==> config.mk <==
export PLATFORM = sky130hd
export DESIGN_NAME = riscv_trace_buffer_flat
export DESIGN_NICKNAME = d
export VERILOG_FILES = /design/src/rtl/riscv_trace_pkg.sv /design/src/rtl/riscv_trace_buffer_if.sv /design/src/rtl/riscv_trace_buffer_trace_ram.sv /design/src/rtl/riscv_trace_buffer.sv /design/src/flat_wrapper.sv
export SDC_FILE = /design/constraint.sdc
export NUM_CORES = 1
export LEC_CHECK = 0
export ABC_AREA = 1
export BUFFER_PORTS_ARGS = -buffer_cell sky130_fd_sc_hd__buf_2
export CAP_MARGIN = 20
export CORE_MARGIN = 2
export CORE_UTILIZATION = 30
export CTS_BUF_LIST = sky130_fd_sc_hd__clkbuf_8
export CTS_CLUSTER_SIZE = 28
export DETAILED_ROUTE_END_ITERATION = 10
export PLACE_DENSITY_LB_ADDON = 0.15
export RECOVER_POWER = 50
export SYNTH_ARGS = -nofsm -noshare
export SYNTH_HDL_FRONTEND = slang
export SYNTH_SLANG_ARGS = --single-unit
==> constraint.sdc <==
create_clock -name clk -period 5.87 [get_ports clk]
set_input_delay 0 -clock clk [delete_from_list [all_inputs] [get_ports clk]]
set_output_delay 0 -clock clk [all_outputs]
set_load 0.005 [all_outputs]
==> src/rtl/riscv_trace_pkg.sv <==
// State encoding and entry sizing for the retirement trace buffer.
// TRACE_WDATA_EN widens each entry with the writeback enable and data.
package riscv_trace_pkg;

  typedef enum logic [1:0] {
    IDLE  = 2'd0,
    ARMED = 2'd1,
    POST  = 2'd2,
    DONE  = 2'd3
  } trace_state_t;

  function automatic int entry_w(int xlen);
`ifdef TRACE_WDATA_EN
    return 2 * xlen + 33;
`else
    return xlen + 32;
`endif
  endfunction

endpackage

==> src/rtl/riscv_trace_buffer_if.sv <==
// Readout stream of the trace buffer: valid/ready plus the entry fields.
interface riscv_trace_buffer_if #(
  parameter int XLEN = 32
);
  logic            rd_valid;
  logic            rd_ready;
  logic [XLEN-1:0] rd_pc;
  logic [31:0]     rd_instr;
  logic            rd_we;
  logic [XLEN-1:0] rd_wdata;
  logic            rd_last;

  modport master (output rd_valid, rd_pc, rd_instr, rd_we, rd_wdata, rd_last,
                  input  rd_ready);
  modport slave  (input  rd_valid, rd_pc, rd_instr, rd_we, rd_wdata, rd_last,
                  output rd_ready);
endinterface

==> src/rtl/riscv_trace_buffer_trace_ram.sv <==
// DEPTH x W flop array: one synchronous write port, one asynchronous read port, no reset.
module trace_ram #(
  parameter int DEPTH = 16,
  parameter int W     = 64
) (
  input  logic                     clk,
  input  logic                     we,
  input  logic [$clog2(DEPTH)-1:0] waddr,
  input  logic [W-1:0]             wdata,
  input  logic [$clog2(DEPTH)-1:0] raddr,
  output logic [W-1:0]             rdata
);
  logic [DEPTH-1:0][W-1:0] mem;

  always_ff @(posedge clk)
    if (we) mem[waddr] <= wdata;

  assign rdata = mem[raddr];
endmodule

==> src/rtl/riscv_trace_buffer.sv <==
// Circular retirement-trace buffer: capture until trigger + POST_TRIG, then stream oldest-first.
// Build with TRACE_WDATA_EN to also record cap_we/cap_wdata in each entry.
module riscv_trace_buffer
  import riscv_trace_pkg::*;
#(
  parameter int XLEN      = 32,
  parameter int DEPTH     = 16,
  parameter int POST_TRIG = 8
) (
  input  logic                   clk,
  input  logic                   start,
  input  logic                   arm,
  input  logic                   clear,
  input  logic                   cap_valid,
  input  logic [XLEN-1:0]        cap_pc,
  input  logic [31:0]            cap_instr,
  input  logic                   cap_we,
  input  logic [XLEN-1:0]        cap_wdata,
  input  logic                   trig_pc_en,
  input  logic [XLEN-1:0]        trig_pc,
  input  logic                   trig_force,
  riscv_trace_buffer_if.master   rd,
  output logic [1:0]             state,
  output logic [$clog2(DEPTH):0] count
);
  localparam int AW = $clog2(DEPTH);
  localparam int CW = AW + 1;
  localparam int EW = entry_w(XLEN);

  trace_state_t  st_q, st_d;
  logic [AW-1:0] wptr_q, wptr_d, rptr;
  logic [CW-1:0] cnt_q, cnt_d;
  logic [AW-1:0] post_q, post_d;
  logic          hit, cap_en, rd_fire;
  logic [EW-1:0] wentry, rentry;

  assign hit     = cap_valid & (trig_force | (trig_pc_en & (cap_pc == trig_pc)));
  assign cap_en  = cap_valid & ~clear & ((st_q == ARMED) | (st_q == POST));
  // Oldest entry sits count slots behind the write pointer; reads walk it forward.
  assign rptr    = wptr_q - cnt_q[AW-1:0];
  assign rd.rd_valid = (st_q == DONE) & (cnt_q != '0);
  assign rd_fire = rd.rd_valid & rd.rd_ready;

  always_comb begin
    st_d   = st_q;
    wptr_d = wptr_q;
    cnt_d  = cnt_q;
    post_d = post_q;
    if (clear) begin
      st_d   = IDLE;
      wptr_d = '0;
      cnt_d  = '0;
      post_d = '0;
    end else begin
      case (st_q)
        IDLE: if (arm) begin
          st_d   = ARMED;
          wptr_d = '0;
          cnt_d  = '0;
        end
        ARMED, POST: if (cap_valid) begin
          wptr_d = wptr_q + AW'(1);
          if (cnt_q != CW'(DEPTH)) cnt_d = cnt_q + CW'(1);
          if (st_q == ARMED) begin
            if (hit) begin
              st_d   = (POST_TRIG == 0) ? DONE : POST;
              post_d = AW'(POST_TRIG);
            end
          end else begin
            post_d = post_q - AW'(1);
            if (post_q == AW'(1)) st_d = DONE;
          end
        end
        DONE: if (rd_fire) begin
          cnt_d = cnt_q - CW'(1);
          if (cnt_q == CW'(1)) st_d = IDLE;
        end
        default: ;
      endcase
    end
  end

  always_ff @(posedge clk or negedge start)
    if (!start) begin
      st_q   <= IDLE;
      wptr_q <= '0;
      cnt_q  <= '0;
      post_q <= '0;
    end else begin
      st_q   <= st_d;
      wptr_q <= wptr_d;
      cnt_q  <= cnt_d;
      post_q <= post_d;
    end

  trace_ram #(.DEPTH(DEPTH), .W(EW)) u_ram (
    .clk   (clk),
    .we    (cap_en),
    .waddr (wptr_q),
    .wdata (wentry),
    .raddr (rptr),
    .rdata (rentry)
  );

  assign rd.rd_pc    = rd.rd_valid ? rentry[XLEN-1:0]       : '0;
  assign rd.rd_instr = rd.rd_valid ? rentry[XLEN+31:XLEN]   : '0;
  assign rd.rd_last  = rd.rd_valid & (cnt_q == CW'(1));

`ifdef TRACE_WDATA_EN
  assign wentry      = {cap_wdata, cap_we, cap_instr, cap_pc};
  assign rd.rd_we    = rd.rd_valid & rentry[XLEN+32];
  assign rd.rd_wdata = rd.rd_valid ? rentry[2*XLEN+32:XLEN+33] : '0;
`else
  logic unused_wd;
  assign unused_wd   = ^{cap_we, cap_wdata};
  assign wentry      = {cap_instr, cap_pc};
  assign rd.rd_we    = 1'b0;
  assign rd.rd_wdata = '0;
`endif

  assign state = st_q;
  assign count = cnt_q;
endmodule

==> src/flat_wrapper.sv <==
// flat-port wrapper written by rule: the top's interface ports become plain ports
module riscv_trace_buffer_flat import riscv_trace_pkg::*;
#(
  parameter int XLEN      = 32,
  parameter int DEPTH     = 16,
  parameter int POST_TRIG = 8
)
  (clk, start, arm, clear, cap_valid, cap_pc, cap_instr, cap_we, cap_wdata, trig_pc_en, trig_pc, trig_force, state, count, rd_rd_valid, rd_rd_pc, rd_rd_instr, rd_rd_we, rd_rd_wdata, rd_rd_last, rd_rd_ready);
  riscv_trace_buffer_if #(.XLEN(XLEN)) rd_i ();
  input  logic clk;
  input  logic start;
  input  logic arm;
  input  logic clear;
  input  logic cap_valid;
  input  logic [XLEN-1:0] cap_pc;
  input  logic [31:0] cap_instr;
  input  logic cap_we;
  input  logic [XLEN-1:0] cap_wdata;
  input  logic trig_pc_en;
  input  logic [XLEN-1:0] trig_pc;
  input  logic trig_force;
  output logic [1:0] state;
  output logic [$clog2(DEPTH):0] count;
  output wire logic [$bits(rd_i.rd_valid)-1:0] rd_rd_valid;
  output wire logic [$bits(rd_i.rd_pc)-1:0] rd_rd_pc;
  output wire logic [$bits(rd_i.rd_instr)-1:0] rd_rd_instr;
  output wire logic [$bits(rd_i.rd_we)-1:0] rd_rd_we;
  output wire logic [$bits(rd_i.rd_wdata)-1:0] rd_rd_wdata;
  output wire logic [$bits(rd_i.rd_last)-1:0] rd_rd_last;
  input wire logic [$bits(rd_i.rd_ready)-1:0] rd_rd_ready;
  assign rd_rd_valid = rd_i.rd_valid;
  assign rd_rd_pc = rd_i.rd_pc;
  assign rd_rd_instr = rd_i.rd_instr;
  assign rd_rd_we = rd_i.rd_we;
  assign rd_rd_wdata = rd_i.rd_wdata;
  assign rd_rd_last = rd_i.rd_last;
  assign rd_i.rd_ready = rd_rd_ready;
  riscv_trace_buffer #(.XLEN(XLEN), .DEPTH(DEPTH), .POST_TRIG(POST_TRIG)) u_core (.clk(clk), .start(start), .arm(arm), .clear(clear), .cap_valid(cap_valid), .cap_pc(cap_pc), .cap_instr(cap_instr), .cap_we(cap_we), .cap_wdata(cap_wdata), .trig_pc_en(trig_pc_en), .trig_pc(trig_pc), .trig_force(trig_force), .rd(rd_i), .state(state), .count(count));
endmodule
# --- Word-level counts from Yosys, hierarchy flattened ---
# Cells that the tools add are included.
word_totals:
  word_cells: 95
  regBits: 1039
  in_bits: 137
  output_inout_bits: 106
classes:
  n_reduce_logical: 11
  magnitude_cmp: 3
  n_mux: 31
  bitwise: 10
  eq_ne: 15
  addsub: 5
ops:
  columns: ["op", "count"]
  rows:
  - ["$bwmux W1024", 1]
  - ["$bmux W64 S4", 1]
  - ["$demux W64 S4", 1]
  - ["$mux W64", 2]
  - ["$mux W32", 2]
  - ["$eq A32 B32 Y1", 1]
  - ["$mux W4", 8]
  - ["$mux W5", 5]
  - ["$mux W2", 8]
  - ["$pmux W5 S3", 1]
  - ["$lt A4 B5 Y1 const B", 2]
  - ["$ne A3 B2 Y1 const B", 3]
  - ["$ne A3 B3 Y1 const B", 3]
  - ["$pmux W4 S2", 1]
  - ["$and A1 B1 Y1", 7]
  - ["$pmux W2 S3", 1]
  - ["$reduce_and A3 Y1", 2]
  - ["$reduce_and A6 Y1", 1]
  - ["$add A5 B1 Y5 const B", 1]
  - ["$eq A5 B1 Y1 const B", 1]
  - ["$ne A5 B5 Y1 const B", 1]
  - ["$reduce_bool A5 Y1", 1]
  - ["$sub A5 B1 Y5 const B", 1]
  - ["$add A4 B1 Y4 const B", 1]
  - ["other kinds (16)", 19]

# --- Logic depth before layout (Yosys ltp) ---
# Gate-level depths: netlist (run 1).
depth:
  depth_word: 9
  mapped_depth: 15
  mapped_depth_nobuf: 15

# --- Cells and area by module ---
# Synthesis (run 1) repeated with hierarchy kept, for this count alone.
hier_totals:
  hier_cells: 4605
  hier_area_um2: 46525.9
modules_own_cells:
  columns: ["module", "area_each_um2", "seq_area_each_um2", "n_inst", "cells_per_inst"]
  rows:
  - ["trace_ram", 43908.4, 30749.5, 1, 4147]
  - ["riscv_trace_buffer", 2617.5, 375.4, 1, 458]

# --- Worst setup path before layout (run 1) ---
# Ideal clock, no wire load.
synth_timing:
  kind: "reg2reg"
  from: "register u_core.st_q[0] (netlist: u_core.state[0])"
  to: "register u_core.u_ram.mem[0] (netlist bit), enable pin"
  slack_ns: 1.124
  stages_incl_launch_ff: 9
  t_arrival_ns: 4.260
  path_buffers: 0
  setup_ns: 0.486
  synth_period_minus_slack_ns: 4.746
  required_time_ns: 5.384
  cell_sequence: "dfrtp_1 -> inv_1 -> ha_1 -> clkinv_1 -> nor2_4 -> inv_1 -> nor2_1 -> nand2_1 -> nor2_1"
synth_via:
  elab_chain_cells: 3
  word_cells_on_any_way: 4
  cone_classes: "2 x eq/ne; 2 x bitwise"
synth_lines:
  columns: ["item", "line", "text"]
  rows:
  - ["start: declaration", "riscv_trace_buffer.sv:30", "trace_state_t st_q, st_d;"]
  - ["start signal: assignment", "riscv_trace_buffer.sv:90", "st_q <= st_d;"]
  - ["$eq A2 B1 Y1 / $eq A2 B2 Y1 (equally long branches)", "riscv_trace_buffer.sv:38", "assign cap_en = cap_valid & ~clear & ((st_q == ARMED) | (st_q == POST));"]
  - ["$or A1 B1 Y1 *", "riscv_trace_buffer.sv:38", null]
  - ["$and A1 B1 Y1 *", "riscv_trace_buffer.sv:38", null]
  - ["end signal: indexed assignment", "riscv_trace_buffer_trace_ram.sv:16", "if (we) mem[waddr] <= wdata;"]
  - ["end: declaration", "riscv_trace_buffer_trace_ram.sv:13", "logic [DEPTH-1:0][W-1:0] mem;"]
# Mark *: on every way between the ends. The rest lies on a longest branch, timed or not.
# A chain may end at the register's enable or synchronous reset.

# --- Worst setup path in the final report (run 1) ---
layout_timing:
  from: "register u_core.wptr_q[0]"
  to: "output rd_rd_pc[24]"
layout_via:
  elab_chain_cells: 4
layout_lines:
  columns: ["item", "line", "text"]
  rows:
  - ["start: declaration", "riscv_trace_buffer.sv:31", "logic [AW-1:0] wptr_q, wptr_d, rptr;"]
  - ["start signal: assignment", "riscv_trace_buffer.sv:91", "wptr_q <= wptr_d;"]
  - ["$sub A4 B4 Y4", "riscv_trace_buffer.sv:40", "assign rptr = wptr_q - cnt_q[AW-1:0];"]
  - ["$bmux W64 S4", "riscv_trace_buffer_trace_ram.sv:18", "assign rdata = mem[raddr];"]
  - ["$mux W64 (implied by the code)", "riscv_trace_buffer_trace_ram.sv:18", null]
  - ["$mux W32", "riscv_trace_buffer.sv:105", "assign rd.rd_pc = rd.rd_valid ? rentry[XLEN-1:0] : '0;"]
  - ["end: declaration", "flat_wrapper.sv:25", "output wire logic [$bits(rd_i.rd_pc)-1:0] rd_rd_pc;"]
# Every way passes these cells. The select of a mux whose other input is x is not followed.

==> reports/summary.txt, run 1 <==
crit path max fanout: 141
H-tree levels: 4
pwr/cell area: 468 nW/um2
sequential area share after synthesis: 0.721
peak supply drop: 685 uV
period utilization: 0.773
Fmax: 220 MHz
DP Wirelength: 58200 um
synth warn: 0
critical path endpoint category: output port
die height: 383 um
R2R cell count: 9
total negative slack: 0 ps
final max-slew violation count: 24
WP data required: 5870 ps
setup violators final: 0
critical path type: reg2out
routability cong.: 0.704
CTS Sinks: 1039
Area contributors post-synth: edfxtp_1, mux2i_1, nand2_1
flops & latches, synth: 1039
Initial Utilization: 0.301
Post-synth ARST share: 0.0144
Cell variety after synth: 36
share of the synthesized area in the top cell type: 0.712
Worst Hold Path Cells: 5
wire per inst: 19.9 um
Pleak: 19.1 nW
Post-synth top flop: edfxtp_1
setup slack after layout: 1330 ps
TritonRoute pass-1 iters: 5
vias per inst: 4.56
Vias: 25961
Layout area overhead: 17.3%
DR iter-0 viols: 1689
Max clock buf depth: 3
Max-cap violations: 1
Post-Syn Area per Cell: 13.1 um2
worst slew pin tran: 1700 ps
fin crit period: 4540 ps
final hold viol count: 0
I/O pins: 243
Remaining Overflow, GRT: 0
status: complete, but fails checks
clock insertion delay at the later pin of the skew report: 880 ps
initial antenna violation count: 4
Die Width: 383 um
CP Launch Type: register
vias in the first global route: 25854
clk slew on worst S/H paths: 60 ps
Slew HR: -0.133
violated checks: max-capacitance violations, max-slew violations
CTS tree: done
global-route wire length before repair: 168000 um
synthesized instance count: 3290
FP Rows: 139
CTS buffer count: 184
Worst Hold Class: in2reg
Setup Skew: 39.3 ps
final WL: 113000 um
Nets: 3799
residual DRC count: 0
largest net degree at the start of global routing: 160
GRT Overall Usage: 0.153
Post-synth EDFFs: 1024
share of cells above drive strength 1: 0.111
clk root buf: clkbuf_8
RSZ-0062 raised after global routing: no
area leader, netlist: edfxtp_1
crit path DAT: 4540 ps
Buffers on Ports: 176
dpl ws: 1950 ps
post-CTS sizing: 0
core box area: 143000 um2
post-synthesis cell area: 43200 um2
antenna viol nets, final: 0
die area: 147000 um2
## state kept, by name (all words and copies together), names as in the netlist
signal,flops
u_core.post_q,4
u_core.u_ram.mem,1024
u_core.state,2
u_core.wptr_q,4
u_core.count,5
## timing repair
| item | CTS | global route |
|---|---|---|
| hold buffers | 133 | 0 |
| endpoints found under the hold margin | 1054 | 0 |
| buffers inserted | 0 | 0 |
## per-layer routing
layer	share of wire	wire length, um	vias to the layer above	GRT usage
met5	0	0	-	0
met4	0.019	2120	0	0.0399
met3	0.035	3980	167	0.0296
met2	0.49	55300	487	0.256
met1	0.46	52100	12738	0.205
li1	-	-	12569	-
## stage by stage
step | hold WS (ps) | util | std cells | total power (W) | area, um2
global placement | -51.2 | 0.322 | 5229 | 0.0179 | 46100
global route | 95.5 | 0.353 | 5697 | 0.0255 | 50600
finish | 127 | 0.353 | 5698 | 0.0237 | 50600
CTS | 0.625 | 0.354 | 5695 | 0.0242 | 50700
floorplan | -296 | - | 3322 | 0.0157 | 43300
detailed placement | -48.8 | 0.322 | 5230 | 0.0179 | 46100
## path summary, 6_finish.rpt
path,start,slack (ps),end
max,u_core.wptr_q[0],1330,rd_rd_pc[24]
min,clear,130,u_core.count[2]
max reg2reg,u_core.state[1],1590,u_core.u_ram.mem[629]
min reg2reg,u_core.post_q[1],500,u_core.post_q[1]
max in group asynchronous,start,5090,u_core.post_q[0]
min in group asynchronous,start,280,u_core.count[3]
## cell families after synthesis
kind of cell               count (synthesis)  share of synthesized area
AOI/OAI and AO/OA                        666                     0.0800
xor gates and xnor gates                  18                    0.00365
adders and majority gates                 16                    0.00481
buffers and inverters                    544                     0.0572
DFF                                     1039                      0.721
muxes                                    256                     0.0594
other                                      1                  0.0000869
and+or+nand+nor                          750                     0.0740
## cell type report
cell class                 instances  area, um2
clock buffer                     185       2550
timing repair buffer             363       2810
sequential                      1039      31100
clock inverter                   147        714
inverter                         319       1210
fill                           14138      92700
antenna                            3       7.51
multi-input combinational       1739       9840
tap                             1903       2380
## Yosys cell counts (2+ instances only)
cell type  instances
nand3_1          272
ha_1              15
edfxtp_1        1024
a211oi_1           2
buf_6             21
xnor2_1           13
nor2_1            49
o21ai_1           69
a31oi_1           65
a21oi_1          259
buf_4             52
xor2_1             5
mux2i_1          256
buf_2             58
nand4_1            8
nand2_1          416
dfrtp_1           15
inv_1            317
o21ai_0          258
clkbuf_1          74
buf_1             19
o22ai_1            9
## critical path, stage by stage, from the launching register on
cell     delay, ps
dfrtp_1        410
inv_1          190
ha_4           170
fa_1           480
inv_8          440
buf_12         590
a21oi_1         70
o21ai_0        110
nand3_1        100
nand2_1        230
o21ai_1         90
a31oi_1        280
buf_2          180
## layout by cell type, fill, tap and decap left out, drive strengths merged
master and instances:
dfrtp 15, clkbuf 237, o22ai 9, a31oi 65, nand3 272, bufinv 2, inv 400, a32oi 1
conb 33, edfxtp 1024, nand2 416, xnor2 13, nor3 1, o21ai 327, ha 15, clkinv 54
clkinvlp 10, xor2 5, mux2i 256, nand3b 1, dlygate4sd3 133, a21oi 259, diode 3, nand4 8
or2 1, buf 178, a211oi 3, nor2 51, a2bb2oi 1, a22oi 1, fa 1
## power by group
group	internal [W]	leakage, nW	switching (W)	total [W]
clock	0.00302	1.94	0.00302	0.00604
sequential	0.00829	9.41	0.0000565	0.00835
combinational	0.00309	7.79	0.00624	0.00933
total	0.0144	19.1	0.00932	0.0237
No activity file was read; power rests on OpenSTA's default activity.
==> inputs of run 2 (changes only) <==
- clock period: 5.87 -> 4.4 ns (I/O delays scaled with it)
==> reports/summary.txt, run 2 (synthesis gave the netlist of run 1 again) <==
crit path max fanout: 108 (-23%)
Seq. cell area: 31100 um2 (unchanged)
setup violators final: 0 (unchanged)
fin crit period: 4090 ps
global-route wire length before repair: 166000 um (-1.3%)
share of cells above drive strength 1: 0.112 (+0.000557)
H-tree levels: 4 (unchanged)
Fmax: 244 MHz
Setup Skew: 26.5 ps (-12.8 ps)
period utilization: 0.930
die area: 147000 um2 (unchanged)
Filler Cells Inserted: 14148 (+0.071%)
clock insertion delay at the later pin of the skew report: 880 ps (about the same)
final max-slew violation count: 0 (-100%)
CTS buffer count: 181 (-1.6%)
setup slack after layout: 309 ps (-1020 ps)
largest net degree at the start of global routing: 109 (-32%)
critical path type: reg2out
Nets: 3821 (+0.58%)
area of the multi-input gates: 9830 um2 (-0.10%)
pwr/cell area: 629 nW/um2 (+34%)
DP Wirelength: 56600 um (-2.7%)
residual DRC count: 0 (unchanged)
commonest non-fill, non-tap cell in the layout: edfxtp_1
core box area: 143000 um2 (unchanged)
Buffers on Ports: 176 (unchanged)
dpl ws: 1010 ps (-943 ps)
I/O pins: 243 (unchanged)
FP Rows: 139 (unchanged)
Initial Utilization: 0.301 (unchanged)
vias per inst: 4.54 (-0.45%)
die height: 383 um (unchanged)
Slew HR: 0.285 (+0.418)
placed cells: 5252 (+0.42%)
RSZ-0062 raised after global routing: no
Die Width: 383 um (unchanged)
CTS Sinks: 1039 (unchanged)
Max clock buf depth: 3 (unchanged)
GRT Overall Usage: 0.151 (-0.00215)
final WL: 112000 um (-1.7%)
Remaining Overflow, GRT: 0 (unchanged)
TritonRoute pass-1 iters: 5 (unchanged)
Biggest register: u_core.u_ram.mem
Pleak: 19.2 nW (+0.13%)
WP data required: 4400 ps (-1470 ps)
Post-CTS Setup Bufs: 0 (unchanged)
wire per inst: 19.6 um (-1.7%)
DR iter-0 viols: 1660 (-1.7%)
most frequent cells in the layout: edfxtp_1, nand2_1, inv_1, nand3_1, a21oi_1
Vias: 25834 (-0.49%)
fin cells: 5696 (-0.035%)
status: complete, no violations
critical path endpoint category: output port
clk slew on worst S/H paths: 60 ps (about the same)
CP Launch Type: register
Max-cap violations: 0 (-1)
initial antenna violation count: 1 (-3)
vias in the first global route: 25837 (-0.066%)
Layout area overhead: 17.7%
routability cong.: 0.709 (+0.72%)
peak supply drop: 814 uV (+19%)
Worst Hold Class: in2reg
max FFs per register: 1024 (unchanged)
antenna viol nets, final: 0 (unchanged)
clk root buf: clkbuf_8
final hold viol count: 0 (unchanged)
worst slew pin tran: 1070 ps (-627 ps)
CTS tree: done
crit path DAT: 4090 ps (-450 ps)
run 2: worst paths after layout:
path,startpoint,to,slack [ps],cells past startpoint
worst max-delay path,u_core.wptr_q[0],rd_rd_instr[12],310,12
worst min-delay path,cap_valid,u_core.post_q[1],160,6
worst max register to register,u_core.state[0],u_core.u_ram.mem[126],520,9
worst min register to register,u_core.post_q[1],u_core.post_q[1],520,2
max in group asynchronous,start,u_core.post_q[2],3660,3
min in group asynchronous,start,u_core.state[1],250,3
run 2: worst max-delay path, stage by stage (launching register included):
cell and delay, ps:
dfrtp_1 400, inv_1 140, ha_4 190, fa_1 600, clkinv_8 330, buf_12 390, a21oi_1 160, o21ai_0 100
nand3_1 110, nand2_1 70, o21ai_1 290, a31oi_1 120, buf_2 170
run 2: report_power, final:
group / switching [W] / internal [W] / total, W / leakage [nW]
combinational: 0.00843 / 0.00458 / 0.0130 / 7.96
sequential: 0.0000765 / 0.0111 / 0.0111 / 9.41
clock: 0.00388 / 0.00391 / 0.00778 / 1.80
run 2: layout make-up:
type	count	area share
Clock inverter	121	0.0105
Timing Repair Buffer	388	0.0623
Multi-Input combinational cell	1739	0.193
Sequential cell	1039	0.613
Antenna cell	2	0.0000985
Tap cell	1903	0.0469
Inverter	319	0.0239
Clock buffer	185	0.0501
run 2: repair_timing:
| item | in CTS | in global routing |
|---|---|---|
| setup endpoints to repair | 0 | 10 |
| hold buffers | 136 | 0 |
| hold endpoints to repair | 1054 | 0 |
| resized for setup | 0 | 1 |
run 2: metal layers:
metal  track usage  share of wire  vias to the layer above
met5             0              0                        -
met4        0.0424          0.020                        0
met3        0.0277          0.033                      179
met2         0.252           0.48                      444
met1         0.202           0.46                    12638
li1              -              -                    12573
run 2: stage by stage:
stage	utilization	setup TNS, ps	cell area (um2)	total power [W]	hold slack, ps
2_1_floorplan	-	-354460	43300	0.0210	-296
3_3_place_gp	0.324	0	46500	0.0244	-50.3
3_5_place_dp	0.324	0	46500	0.0245	-53.3
4_1_cts	0.355	0	50900	0.0326	4.32
5_1_grt	0.355	0	50800	0.0342	153
6_report	0.355	0	50800	0.0319	164
